===== src/rtl/traffic_light_ctrl.sv =====
// Main/side-street light sequencer with optional pedestrian walk phase.
// Define TLC_WALK_EN to include the WALK state, walk_lamp and WR_Reset.
module traffic_light_ctrl #(
    parameter int T_BASE = 4,
    parameter int T_EXT  = 3,
    parameter int T_YEL  = 2
) (
    input  logic       clk,
    input  logic       g_reset,
    input  logic       tick,
    input  logic       sensor_sync,
    input  logic       WR_Out,
    output logic       WR_Reset,
    output logic       main_grn,
    output logic       main_yel,
    output logic       main_red,
    output logic       side_grn,
    output logic       side_yel,
    output logic       side_red,
    output logic       walk_lamp,
    output logic [2:0] state_o
);

    typedef enum logic [2:0] {
        MG   = 3'd0,
        MY   = 3'd1,
        WALK = 3'd2,
        SG   = 3'd3,
        SY   = 3'd4
    } state_t;

    localparam logic [7:0] LD_BASE = 8'(T_BASE - 1);
    localparam logic [7:0] LD_EXT  = 8'(T_EXT - 1);
    localparam logic [7:0] LD_YEL  = 8'(T_YEL - 1);

`ifdef TLC_WALK_EN
    localparam logic WALK_EN = 1'b1;
`else
    localparam logic WALK_EN = 1'b0;
`endif

    state_t     state_q, state_d;
    logic [7:0] count_q, count_d;
    logic       expire;
    logic       enter;
    logic       walk_req;

    assign expire   = tick && (count_q == 8'd0);
    // With the walk phase compiled out the request input is masked to 0.
    assign walk_req = WR_Out & WALK_EN;

    function automatic logic [7:0] load_val(input state_t s);
        case (s)
            MG:      load_val = LD_BASE;
            MY:      load_val = LD_YEL;
            WALK:    load_val = LD_EXT;
            SG:      load_val = LD_EXT;
            SY:      load_val = LD_YEL;
            default: load_val = LD_BASE;
        endcase
    endfunction

    always_comb begin
        state_d = state_q;
        enter   = 1'b0;
        case (state_q)
            MG: begin
                enter = expire;
                if (expire && (sensor_sync || walk_req)) state_d = MY;
            end
            MY: begin
                enter = expire;
                if (expire) state_d = walk_req ? WALK : SG;
            end
`ifdef TLC_WALK_EN
            WALK: begin
                enter = expire;
                if (expire) state_d = sensor_sync ? SG : MG;
            end
`endif
            SG: begin
                enter = expire;
                if (expire) state_d = SY;
            end
            SY: begin
                enter = expire;
                if (expire) state_d = MG;
            end
            default: begin
                enter   = 1'b1;
                state_d = MG;
            end
        endcase

        // Every entry (including MG re-entry) reloads the full duration.
        count_d = count_q;
        if (enter)
            count_d = load_val(state_d);
        else if (tick && count_q != 8'd0)
            count_d = count_q - 8'd1;
    end

    always_ff @(posedge clk or posedge g_reset) begin
        if (g_reset) begin
            state_q <= MG;
            count_q <= LD_BASE;
        end else begin
            state_q <= state_d;
            count_q <= count_d;
        end
    end

`ifdef TLC_WALK_EN
    logic wr_reset_q;

    // WALK is never re-entered from itself, so entry marks its first cycle.
    always_ff @(posedge clk or posedge g_reset) begin
        if (g_reset) wr_reset_q <= 1'b0;
        else         wr_reset_q <= enter && (state_d == WALK);
    end

    assign WR_Reset  = wr_reset_q;
    assign walk_lamp = (state_q == WALK);
`else
    assign WR_Reset  = 1'b0;
    assign walk_lamp = 1'b0;
`endif

    always_comb begin
        main_grn = 1'b0;
        main_yel = 1'b0;
        main_red = 1'b1;
        side_grn = 1'b0;
        side_yel = 1'b0;
        side_red = 1'b1;
        case (state_q)
            MG: begin
                main_grn = 1'b1;
                main_red = 1'b0;
            end
            MY: begin
                main_yel = 1'b1;
                main_red = 1'b0;
            end
            SG: begin
                side_grn = 1'b1;
                side_red = 1'b0;
            end
            SY: begin
                side_yel = 1'b1;
                side_red = 1'b0;
            end
            default: ;
        endcase
    end

    assign state_o = state_q;

endmodule


===== config.mk =====
export PLATFORM = sky130hd
export DESIGN_NAME = traffic_light_ctrl
export DESIGN_NICKNAME = d
export VERILOG_FILES = /design/src/rtl/traffic_light_ctrl.sv
export SDC_FILE = /design/constraint.sdc
export NUM_CORES = 1
export LEC_CHECK = 0
export ABC_AREA = 1
export BUFFER_PORTS_ARGS = -buffer_cell sky130_fd_sc_hd__buf_4
export CORE_MARGIN = 2
export CORE_UTILIZATION = 55
export CTS_BUF_LIST = sky130_fd_sc_hd__clkbuf_4 sky130_fd_sc_hd__clkbuf_8
export DETAILED_ROUTE_END_ITERATION = 8
export GPL_TIMING_DRIVEN = 1
export MAX_ROUTING_LAYER = met4
export PLACE_DENSITY = 0.8
export SLEW_MARGIN = 25
export SYNTH_ARGS = -nofsm -noshare
export SYNTH_HDL_FRONTEND = slang
export SYNTH_SLANG_ARGS = --single-unit
export TNS_END_PERCENT = 50

===== constraint.sdc =====
create_clock -name clk -period 1.8 [get_ports clk]
set_input_delay 0 -clock clk [delete_from_list [all_inputs] [get_ports clk]]
set_output_delay 0 -clock clk [all_outputs]
set_load 0.03 [all_outputs]

==> Yosys cells after proc, flatten, opt, wreduce, memory -nomap -nowiden <==
Index checks and enable logic that the tools add are counted.
{ "classes": {"muxes": 15, "reduce_logical": 12, "eq_ne": 7, "addsub": 1} }
{ "ops": {"columns": ["operator", "n"], "rows": [
  ["8-bit 2-to-1 mux", 2],
  ["3-bit 2-to-1 mux", 4],
  ["3-bit one-hot mux with 4 select lines", 1],
  ["3-bit by 2-bit equality test with 1-bit output (second input constant)", 3],
  ["8-bit logical NOT", 1],
  ["8-bit nonzero test", 1],
  ["2-bit OR reduction", 4],
  ["8-bit by 1-bit subtractor with 8-bit output (second input constant)", 1],
  ["1-bit 2-to-1 mux", 7],
  ["3-bit by 1-bit equality test with 1-bit output (second input constant)", 2],
  ["3-bit equality test (second input constant)", 2],
  ["2-bit one-hot mux with 2 select lines", 1],
  ["4-bit OR reduction", 1],
  ["1-bit logical AND", 3],
  ["3-bit logical NOT", 1],
  ["2-bit nonzero test", 1]
]} }
{ "totals": {"inputBits": 5, "regBits": 11, "wordCells": 37, "out_inout_bits": 11} }

==> Depth between registers and ports, before layout <==
Gate-level depths: netlist of run 1.
{ "depth": {"depth_word": 9, "mapped_depth": 11, "mapped_depth_nobuf": 11} }

==> Worst setup path after synthesis of run 1 <==
No wires, ideal clock.
{ "synth_timing": {"path_kind": "reg-to-reg", "start": "register state_q[0], in the netlist state_o[0]", "end": "register count_q[1]", "stages_incl_launch_ff": 8, "required_ps": 1724, "setup_slack_ps": 305, "synth_period_minus_slack_ps": 1495, "setup_ps": 76, "arrival_time_ps": 1420, "path_buffers": 0, "cell_sequence": "dfrtp_1 -> inv_2 -> nor3_4 -> nand2_1 -> nand3_2 -> o21bai_1 -> nand2_1 -> nand2_1"} }
{ "synth_via": {"elab_chain_cells": 6, "elab_cells_between_ends": 20, "classes_between": "eq/ne: 7; mux: 8; reduce/logical: 5"} }
{ "synth_lines": {"columns": ["element", "line", "rtl"], "rows": [
  ["start: declaration", "42", "state_t state_q, state_d;"],
  ["start signal: assignment", "108", "state_q <= state_d;"],
  ["3-bit equality test (tied with other cells)", "66", "case (state_q)"],
  ["3-bit one-hot mux with 4 select lines *", "66", null],
  ["named net state_d[0]", "42", null],
  ["3-bit equality test (tied with other cells)", "53", "case (s)"],
  ["2-bit OR reduction (no line)", null, null],
  ["2-bit one-hot mux with 2 select lines *", "53", null],
  ["8-bit 2-to-1 mux *", "97", "if (enter)"],
  ["end signal: assignment", "109", "count_q <= count_d;"],
  ["end: declaration", "43", "logic [7:0] count_q, count_d;"]
]} }
Mark *: on every way through the listed nets, which the timed path passes. The rest lies on a longest branch.
A chain may end at the register's enable or synchronous reset.

==> Worst setup path in the final report of run 1 <==
{ "layout_timing": {"start": "register count_q[0]", "end": "register count_q[1]"} }
{ "layout_via": {"elab_chain_cells": 9, "elab_cells_between_ends": 22, "classes_between": "add/sub: 1; eq/ne: 4; mux: 9; reduce/logical: 8"} }
{ "layout_lines": {"columns": ["element", "line", "rtl"], "rows": [
  ["8-bit logical NOT", "48", "assign expire = tick && (count_q == 8'd0);"],
  ["1-bit logical AND", "48", null],
  ["1-bit logical AND", "69", "if (expire && (sensor_sync || walk_req)) state_d = MY;"],
  ["3-bit 2-to-1 mux", "69", null],
  ["3-bit one-hot mux with 4 select lines", "66", null],
  ["3-bit equality test (tied with other cells)", "53", null],
  ["2-bit OR reduction (no line)", null, null],
  ["2-bit one-hot mux with 2 select lines", "53", null],
  ["8-bit 2-to-1 mux", "97", null]
]} }
Several ways; a longest one is shown, not always the timed one. The select of a mux whose other input is x is not followed.

==> metrics.md, run 1 <==
| Metric | Value |
|---|---|
| RSZ-0062 raised after global routing | no |
| Initial antenna violation count | 0 |
| Post-synth EDFFs | 0 |
| Setup slack, reg-to-reg | ~200 ps |
| Area grow syn2layout | 18.3% |
| Yosys warnings | 0 |
| Setup crit end kind | register |
| H-tree Lvls | 1 |
| Dominant cells by area after synthesis | dfrtp_1 30%, nand2_1 10%, inv_1 7.5% |
| Bufs on Longest Clock Path | 2 |
| Outcome | completed |
| First-pass GRT wire length | 2.35 mm |
| Post-cts resize count | 0 |
| Clock Sinks | 11 |
| Mapped cell area | 751 µm² |
| GRT Total Usage | 0.228 |
| R2r endpoint | count_q[1] |
| CP startpoint | count_q[0] |
| # setup viols final | 0 |
| Layout cells sized above 1 | 0.314 |
| Vias per inst | about 4.9 |
| Footprint of the multi-input gates | 382 µm² |
| DR vias | 650 |
| Mapped Cells | 102 |
| Chip Width | 40.9 µm |
| DIE AREA | 1680 µm² |
| Psw | ~0.00076 W |
| 1st-pass router iterations | 4 |
| Max Cap Violations | 0 |
| Most common cell in the synthesized netlist | nand2_1 |
| Sequential share of the synthesized area | 0.370 |
| Post-synth top area share | 0.300 |
| Clock power share | 0.125 |
| Reg clk slew, reported paths | approximately 70 ps |
| Critical hold path startpoint | tick |
| CTS Root Cell | clkbuf_4 |
| Worst Path Max Fanout | 7 |
| CP Data Arrival Time | 1820 ps |
| Sw Share | 0.499 |
| Clock Skew | approximately 2.9 ps |
| Fill count | 106 |
| Final period util | 0.892 |
| Combinational share of power | 0.603 |
| R2R depth | 10 |
| Buffers on Ports | 12 |
| Distinct cell type count after synthesis | 24 |
| Main synth FF type | dfrtp_1 |
| Io pins | 16 |
| Setup CP Type | register to register |
| Post-synth top area cell | dfrtp_1 |
| Sequential share of power | 0.272 |
| Final hold vios | 0 |
| Non-filler cells, final | roughly 130 |
| Wire per inst | 10.6 µm |
| Minimum clock period | 1610 ps |
| Power Internal | 0.000764 W |
| Detail Route Antenna Nets | 0 |
| Reg2reg start | count_q[0] |
| Clock latency on the worst-skew pair | between 200 and 300 ps |
| # diodes | 0 |
| Total Wirelength | 1.41 mm |
| CTS Buf Count | 3 |
| Max-slew violation count | 0 |
| Post-CTS setup buffers | 0 |
| FFs w/ async S/R, synth | 1.00 |
| Tot Pwr | 0.00152 W |
| 1st-iter DRT viols | 29 |
| Peak VDD IR | 0.00114 V |
| HPWL Detailed | 1.13 mm |
| Leak | 0.502 nW |
| Worst setup path end | count_q[1] |
| FF+latch count, synth | 11 |
| Post-layout nets | 126 |
| Synth cell count leaders | 21 x nand2_1, 15 x inv_1, 14 x nor2_1 |
| Worst Setup Start Kind | register |
| Largest net degree at the start of global routing | 12 |
| Pwr Density | between 1500 and 2000 nW/µm² |
| Setup TNS | 0 ps |
| Core area | roughly 1300 µm² |
| Remaining Overflow, GRT | 0 |
| Row count | 13 |
| HP Class | input pin to register |
| Register Area | 278 µm² |
| Residual DRC | 0 |
| Die Y-Extent | roughly 40 µm |
| CP required | 2020 ps |
| CTS tree | done |
| Final Wtd Congestion | 0.801 |
| Placed Cells | 128 |
| Fmax | 623 MHz |
| Initial core utilization | 0.584 |
| Vias in the first global route | 600 |
| Avg Inst Size Synth | around 7.4 µm² |
worst min-delay path by stage:
stage | end | slack, ps | cells past startpoint
4_1_cts | count_q[0] | 50 | 4
3_3_place_gp | state_o[0] | 20 | 2
5_1_grt | count_q[0] | 60 | 4
3_5_place_dp | state_o[0] | 20 | 2
2_1_floorplan | count_q[2] | -150 | 1
6_report | count_q[0] | 50 | 4
state kept, by name (all words and copies together) (netlist names):
name	count
count_q	8
state_o	3
per-layer routing:
metal / wire length (µm) / vias to the layer above / share of wire / track usage
li1: - / 338 / - / -
met1: 583 / 290 / 0.41 / 0.240
met2: 717 / 15 / 0.51 / 0.371
met3: 66 / 7 / 0.047 / 0.0435
met4: 47 / 0 / 0.033 / 0.175
met5: 0 / - / 0 / -
cells by family after synthesis:
logic type,share of synthesized area
adder cells (fa/ha/maj),0.0333
flip-flops,0.370
buffers and inverters,0.127
other,0.00500
AND/OR/NAND/NOR,0.355
XOR/XNOR,0.0117
AO/OA/AOI/OAI,0.0983
critical path, stage by stage, from the launching register on:
cell and delay, ps:
dfstp_2 540, inv_1 80, ha_1 210, nand2_1 80
nor2_1 60, nand2_2 90, nand2_2 130, inv_1 150
o21ai_0 100, nand2_1 70, nand2_1 50
power by group through the flow:
| stage | clock network (W) | logic (W) | registers (W) |
|---|---|---|---|
| floorplan | 0 | 0.000674 | 0.000441 |
| global placement | 0 | 0.000890 | 0.000414 |
| detailed placement | 0 | 0.000917 | 0.000417 |
| CTS | 0.000193 | 0.000922 | 0.000413 |
| global route | 0.000206 | 0.00103 | 0.000425 |
| finish | 0.000190 | 0.000919 | 0.000415 |
cells in the final DEF, fill, tap and decap left out, types with 3 or more instances in the layout:
cell,netlist,final
o21ai_0,6,6
dfrtp_1,9,9
buf_4,2,12
inv_1,15,15
clkbuf_4,0,4
inv_2,5,5
nor2_1,14,14
nand2_1,21,21
a21oi_1,3,3
nand2_2,5,5
nand3_1,4,4
per-stage QoR:
stage                      util  cell area [µm²]  hold WS [ps]  setup WS (ps)
after floorplan               -              754          -149            305
after global placement    0.660              848          21.8            234
after detailed placement  0.660              848          23.7            226
after CTS                 0.691              888          45.6            210
after global routing      0.691              888          64.6           79.4
final                     0.691              888          47.0            195
final cells by class:
| cell class | count | area share |
|---|---|---|
| inverters | 21 | 0.0901 |
| multi-input cells | 69 | 0.430 |
| repair buffers | 13 | 0.113 |
| clock buffers | 4 | 0.0338 |
| well taps | 15 | 0.0211 |
| flip-flops and latches | 11 | 0.313 |
what timing repair did:
item,4_1_cts,5_1_grt
hold buffers,1,0
endpoints found under the hold margin,9,0
endpoints found under the setup margin,0,0
Note: power is estimated with default switching activity, not from simulation.
==> run 2: changes to the inputs <==
--- a/config.mk
+++ b/config.mk
@@ -11,7 +11,7 @@
 export CORE_UTILIZATION = 55
 export CTS_BUF_LIST = sky130_fd_sc_hd__clkbuf_4 sky130_fd_sc_hd__clkbuf_8
 export DETAILED_ROUTE_END_ITERATION = 8
-export GPL_TIMING_DRIVEN = 1
+export GPL_TIMING_DRIVEN = 0
 export MAX_ROUTING_LAYER = met4
 export PLACE_DENSITY = 0.8
 export SLEW_MARGIN = 25
==> run 2 against run 1 <==
Setup slack improved by 24 ps; power about the same; maximum frequency increased by 1.5%; combinational power increased by 0.8%; largest cell class unchanged; highest routed layer unchanged.
==> metrics.md, run 2 (synthesized netlist as in run 1, its figures left out) <==
| Metric | Value |
|---|---|
| Outcome | completed (unchanged) |
| # diodes | 0 (unchanged) |
| Crit-path cells | inv_1 -> ha_1 -> nand2_1 -> nor2_1 -> nand2_2 -> nand2_2 -> inv_1 -> o21ai_0 -> nand2_1 -> nand2_1 (unchanged) |
| RSZ-0062 raised after global routing | no (unchanged) |
| Post-layout nets | 128 (was 126) |
| Chip Width | 40.9 µm (unchanged) |
| Clock Skew | 4.82 ps (was 2.90 ps) |
| Leak | 0.512 nW (was 0.502 nW) |
| Buffers on Ports | 12 (unchanged) |
| Area grow syn2layout | 20.3% (was 18.3%) |
| Worst setup path end | count_q[1] (unchanged) |
| Max Cap Violations | 0 (unchanged) |
| Clock Sinks | 11 (unchanged) |
| DR vias | 674 (was 650) |
| Remaining Overflow, GRT | 0 (unchanged) |
| Critical Path Stages | 10 (unchanged) |
| Commonest cells after routing, fill and taps aside | 21 x nand2_1, 15 x inv_1, 14 x nor2_1, 14 x buf_4, 9 x dfrtp_1 (was 21 x nand2_1, 15 x inv_1, 14 x nor2_1) |
| Setup TNS | 0 ps (unchanged) |
| Io pins | 16 (unchanged) |
| Final hold vios | 0 (unchanged) |
| Clock latency on the worst-skew pair | 270 ps (was 280 ps) |
| Die Y-Extent | 40.9 µm (unchanged) |
| Setup CP Type | register to register (unchanged) |
| Setup slack, reg-to-reg | 220 ps (was 190 ps) |
| Reg clk slew, reported paths | 60 ps (was 70 ps) |
| R2R depth | 10 (unchanged) |
| Placed instance area | 863 µm² (was 848 µm²) |
| Largest net degree at the start of global routing | 12 (unchanged) |
| Final period util | 0.878 (was 0.892) |
| Minimum clock period | 1580 ps (was 1610 ps) |
| R2r endpoint | count_q[1] (unchanged) |
| Reg2reg start | count_q[0] (unchanged) |
| Non-filler cells, final | 135 (was 133) |
| Crit path top cell by count | nand2_1 (unchanged) |
| HPWL Detailed | 1.14 mm (was 1.13 mm) |
| CTS Buf Count | 3 (unchanged) |
| 1st-iter DRT viols | 7 (was 29) |
| HP Class | input pin to register (unchanged) |
| CP required | 2010 ps (was 2020 ps) |
| Detail Route Antenna Nets | 0 (unchanged) |
| Bufs on Longest Clock Path | 2 (unchanged) |
| Cell family with most CP delay | flip-flops (unchanged) |
| GRT Total Usage | 0.243 (was 0.228) |
| Vias in the first global route | 607 (was 600) |
| Initial antenna violation count | 0 (unchanged) |
| Final Wtd Congestion | 0.802 (was 0.801) |
| Core area | 1280 µm² (unchanged) |
| 1st-pass router iterations | 4 (unchanged) |
| Crit path largest cell delay | 520 ps (was 540 ps) |
| Worst Path Max Fanout | 7 (unchanged) |
| CTS tree | done (unchanged) |
| CP Data Arrival Time | 1790 ps (was 1820 ps) |
| H-tree Lvls | 1 (unchanged) |
| Fmax | 633 MHz (was 623 MHz) |
| First-pass GRT wire length | 2.48 mm (was 2.35 mm) |
| Residual DRC | 0 (unchanged) |
| CP startpoint | count_q[0] (unchanged) |
| # setup viols final | 0 (unchanged) |
| Initial core utilization | 0.584 (unchanged) |
| DIE AREA | 1680 µm² (unchanged) |
| Layout cells sized above 1 | 0.325 (was 0.314) |
| Commonest non-fill, non-tap cell in the layout | nand2_1 (unchanged) |
| Post-layout util | 0.703 (was 0.691) |
| Peak VDD IR | 0.00119 V (was 0.00114 V) |
| Setup crit end kind | register (unchanged) |
| Top reg by flops | count_q (unchanged) |
| Placed Cells | 130 (was 128) |
| Worst Setup Start Kind | register (unchanged) |
| Max-slew violation count | 0 (unchanged) |
| Pwr Density | 1690 nW/µm² (was 1720 nW/µm²) |
| Vias per inst | 4.99 (was 4.89) |
| Row count | 13 (unchanged) |
| Buf/Inv on CP | 2 (unchanged) |
| Hold slack final | 59.2 ps (was 47.0 ps) |
| Fill count | 122 (was 106) |
| Slowest CP cell | dfstp_2 (unchanged) |
| Wire per inst | 11.1 µm (was 10.6 µm) |
| Final instance area | 903 µm² (was 888 µm²) |
| CTS Root Cell | clkbuf_4 (unchanged) |
| Total Wirelength | 1.50 mm (was 1.41 mm) |
| Max FFs per register | 8 (unchanged) |
## run 2: how the worst min path moves through the flow
stage,from,end,slack [ps],cells past startpoint
6_report,tick,count_q[0],60,4
5_1_grt,tick,count_q[0],70,4
4_1_cts,tick,count_q[0],60,4
3_5_place_dp,g_reset,count_q[2],30,2
3_3_place_gp,g_reset,state_o[0],20,2
2_1_floorplan,g_reset,count_q[2],-150,1
## run 2: metal layers
layer | part of all wire | wire length, µm | vias up | global-route usage
li1 | - | - | 348 | -
met4 | 0.019 | 29 | 0 | 0.125
met5 | 0 | 0 | - | -
met1 | 0.42 | 637 | 306 | 0.263
met3 | 0.041 | 62 | 5 | 0.0489
met2 | 0.51 | 771 | 15 | 0.414
## run 2: through the flow
step	worst slack (ps)	power [W]
2_1_floorplan	305	0.00111
3_3_place_gp	236	0.00131
3_5_place_dp	239	0.00133
4_1_cts	223	0.00153
5_1_grt	79.6	0.00167
6_report	219	0.00153
## run 2: worst reg2reg max path: stages (launching register included)
cell	delay, ps
dfstp_2	520
inv_1	80
ha_1	200
nand2_1	80
nor2_1	60
nand2_2	90
nand2_2	130
inv_1	150
o21ai_0	90
nand2_1	70
nand2_1	50
## run 2: report_power, final
part / switching, W / internal (W)
registers: 0.0000650 / 0.000349
clock network: 0.0000843 / 0.000101
logic: 0.000611 / 0.000315
## run 2: area by class of cell
cell class | instances | area, µm² | area share
plain buffers | 2 | 15.0 | 0.0166
clock buffers | 4 | 30.0 | 0.0332
inverters | 21 | 80.1 | 0.0886
multi-input cells | 69 | 382 | 0.422
flip-flops and latches | 11 | 278 | 0.307
well taps | 15 | 18.8 | 0.0208
repair buffers | 13 | 100 | 0.111
## run 2: what timing repair did
action / CTS / global route
hold buffers: 1 / 0
hold endpoints to repair: 9 / 0
setup buffers: 0 / 0
gates resized for setup: 0 / 0
==> run 3: changes to the inputs <==
--- a/config.mk
+++ b/config.mk
@@ -7,7 +7,7 @@
 export LEC_CHECK = 0
 export ABC_AREA = 1
 export BUFFER_PORTS_ARGS = -buffer_cell sky130_fd_sc_hd__buf_4
-export CORE_MARGIN = 2
+export CORE_MARGIN = 3
 export CORE_UTILIZATION = 55
 export CTS_BUF_LIST = sky130_fd_sc_hd__clkbuf_4 sky130_fd_sc_hd__clkbuf_8
 export DETAILED_ROUTE_END_ITERATION = 8
==> run 3 against run 2 <==
First-iteration DRC count increased by 14%; hold slack improved by 8.9 ps; global-route usage decreased by 5.4 points; clock power increased by 4%; critical endpoint unchanged; utilization increased by 5.8 points; critical path depth unchanged; register-to-register slack got worse by 20 ps; via count decreased by 3.9%; power about the same; highest routed layer unchanged; cell count decreased by 0.74%; cell area decreased by 0.14%.
==> metrics.md, run 3 (synthesized netlist as in run 1, its figures left out) <==
| Metric | Value |
|---|---|
| Sw Share | 0.499 (about the same) |
| RSZ-0062 raised after global routing | no (unchanged) |
| # diodes | 0 (unchanged) |
| HPWL Detailed | 1.16 mm (was 1.14 mm) |
| Layout cells sized above 1 | 0.325 (unchanged) |
| CTS Root Cell | clkbuf_4 (unchanged) |
| Fmax | 623 MHz (was 633 MHz) |
| Post-CTS setup buffers | 0 (unchanged) |
| Commonest cells after routing, fill and taps aside | 21 x nand2_1, 15 x inv_1, 14 x nor2_1, 14 x buf_4, 9 x dfrtp_1 (unchanged) |
| Largest net degree at the start of global routing | 12 (unchanged) |
| Post-cts resize count | 0 (unchanged) |
| CP required | 2010 ps (about the same) |
| Minimum clock period | 1610 ps (was 1580 ps) |
| Vias per inst | 4.84 (was 4.99) |
| Buffers on Ports | 12 (unchanged) |
| DR vias | 648 (was 674) |
| Fill count | 92 (was 122) |
| HP Class | input pin to register (unchanged) |
| Io pins | 16 (unchanged) |
| Row count | 12 (was 13) |
| Setup CP Type | register to register (unchanged) |
| First-pass GRT wire length | 2.55 mm (was 2.48 mm) |
| Max Cap Violations | 0 (unchanged) |
| Clock power share | 0.126 (was 0.122) |
| Worst Setup Start Kind | register (unchanged) |
| Clock latency on the worst-skew pair | 280 ps (was 270 ps) |
| Final hold vios | 0 (unchanged) |
| Detail Route Antenna Nets | 0 (unchanged) |
| Bufs on Longest Clock Path | 2 (unchanged) |
| Post-layout nets | 128 (unchanged) |
| Max FFs per register | 8 (unchanged) |
| Clock Skew | 9.65 ps (was 4.82 ps) |
| Power Internal | 0.000765 W (about the same) |
| Setup crit end kind | register (unchanged) |
| Combinational share of power | 0.604 (was 0.607) |
| Reg clk slew, reported paths | 70 ps (was 60 ps) |
| Sequential share of power | 0.270 (was 0.271) |
| Total Wirelength | 1.44 mm (was 1.50 mm) |
| Psw | 0.000761 W (about the same) |
| Setup TNS | 0 ps (unchanged) |
| Remaining Overflow, GRT | 0 (unchanged) |
| Residual DRC | 0 (unchanged) |
| Chip Width | 42.9 µm (was 40.9 µm) |
| Final Wtd Congestion | 0.819 (was 0.802) |
| Commonest non-fill, non-tap cell in the layout | nand2_1 (unchanged) |
| CP Data Arrival Time | 1810 ps (was 1790 ps) |
| Die Y-Extent | 42.9 µm (was 40.9 µm) |
| CTS Buf Count | 3 (unchanged) |
| # setup viols final | 0 (unchanged) |
| Worst Path Max Fanout | 7 (unchanged) |
| Pwr Density | 1690 nW/µm² (about the same) |
| 1st-iter DRT viols | 8 (was 7) |
| Area grow syn2layout | 20.2% (was 20.3%) |
| Outcome | completed (unchanged) |
| Clock Sinks | 11 (unchanged) |
| Max-slew violation count | 0 (unchanged) |
| Vias in the first global route | 598 (was 607) |
| Leak | 0.512 nW (unchanged) |
| CTS tree | done (unchanged) |
| Final period util | 0.892 (was 0.878) |
| 1st-pass router iterations | 4 (unchanged) |
| Wire per inst | 10.8 µm (was 11.1 µm) |
| DIE AREA | 1840 µm² (was 1680 µm²) |
| Initial antenna violation count | 0 (unchanged) |
| Core area | 1190 µm² (was 1280 µm²) |
| Initial core utilization | 0.633 (was 0.584) |
| Top reg by flops | count_q (unchanged) |
| GRT Total Usage | 0.189 (was 0.243) |
| H-tree Lvls | 1 (unchanged) |
| Hold slack final | 68.1 ps (was 59.2 ps) |
| Peak VDD IR | 0.000989 V (was 0.00119 V) |
## run 3: cell counts in the layout (fill, tap and decap cells not counted)
Identical to the previous run, type by type.
## run 3: area by class of cell
type / instances / area [µm²] / area share
well taps: 14 / 17.5 / 0.0194
inverters: 21 / 80.1 / 0.0888
plain buffers: 2 / 15.0 / 0.0166
repair buffers: 13 / 100 / 0.111
flip-flops and latches: 11 / 278 / 0.308
multi-input cells: 69 / 382 / 0.423
clock buffers: 4 / 30.0 / 0.0333
## run 3: metrics by stage
stage          cells  area [µm²]  utilization  total power, W  setup WS (ps)
4_1_cts          134         902        0.761         0.00153            199
5_1_grt          134         902        0.761         0.00167           62.6
3_3_place_gp     129         862        0.727         0.00131            230
3_5_place_dp     129         862        0.727         0.00134            216
6_report         134         902        0.761         0.00153            195
2_1_floorplan    103         754            -         0.00111            305
## run 3: per-layer routing
layer,vias to the layer above,part of all wire,global-route usage
met2,20,0.46,0.290
met4,0,0.022,0.0904
met1,277,0.45,0.235
met5,-,0,-
li1,346,-,-
met3,5,0.066,0.0381
## run 3: repair_timing
action,4_1_cts,5_1_grt
endpoints found under the hold margin,9,0
endpoints found under the setup margin,0,0
hold buffers,1,0
## run 3: path summary, 6_finish.rpt
kind	start	to	slack (ps)	depth (start not counted)
max	count_q[0]	count_q[1]	190	10
min	tick	count_q[0]	70	4
max reg2reg	count_q[0]	count_q[1]	190	10
min reg2reg	count_q[1]	count_q[1]	490	2
max in group asynchronous	g_reset	count_q[0]	1180	3
min in group asynchronous	g_reset	count_q[3]	280	3
## run 3: worst max-delay path, cell delays in order (launching register included)
cell and delay, ps:
dfstp_2 530, inv_1 70, ha_1 200, nand2_1 70
nor2_1 50, nand2_2 90, nand2_2 130, inv_1 140
o21ai_0 120, nand2_1 80, nand2_1 50
## run 3: power groups by stage
| stage | sequential [W] | combinational [W] | clock [W] |
|---|---|---|---|
| floorplan | 0.000441 | 0.000674 | 0 |
| global placement | 0.000413 | 0.000898 | 0 |
| detailed placement | 0.000416 | 0.000922 | 0 |
| CTS | 0.000411 | 0.000926 | 0.000192 |
| global route | 0.000428 | 0.00104 | 0.000205 |
| finish | 0.000413 | 0.000921 | 0.000193 |
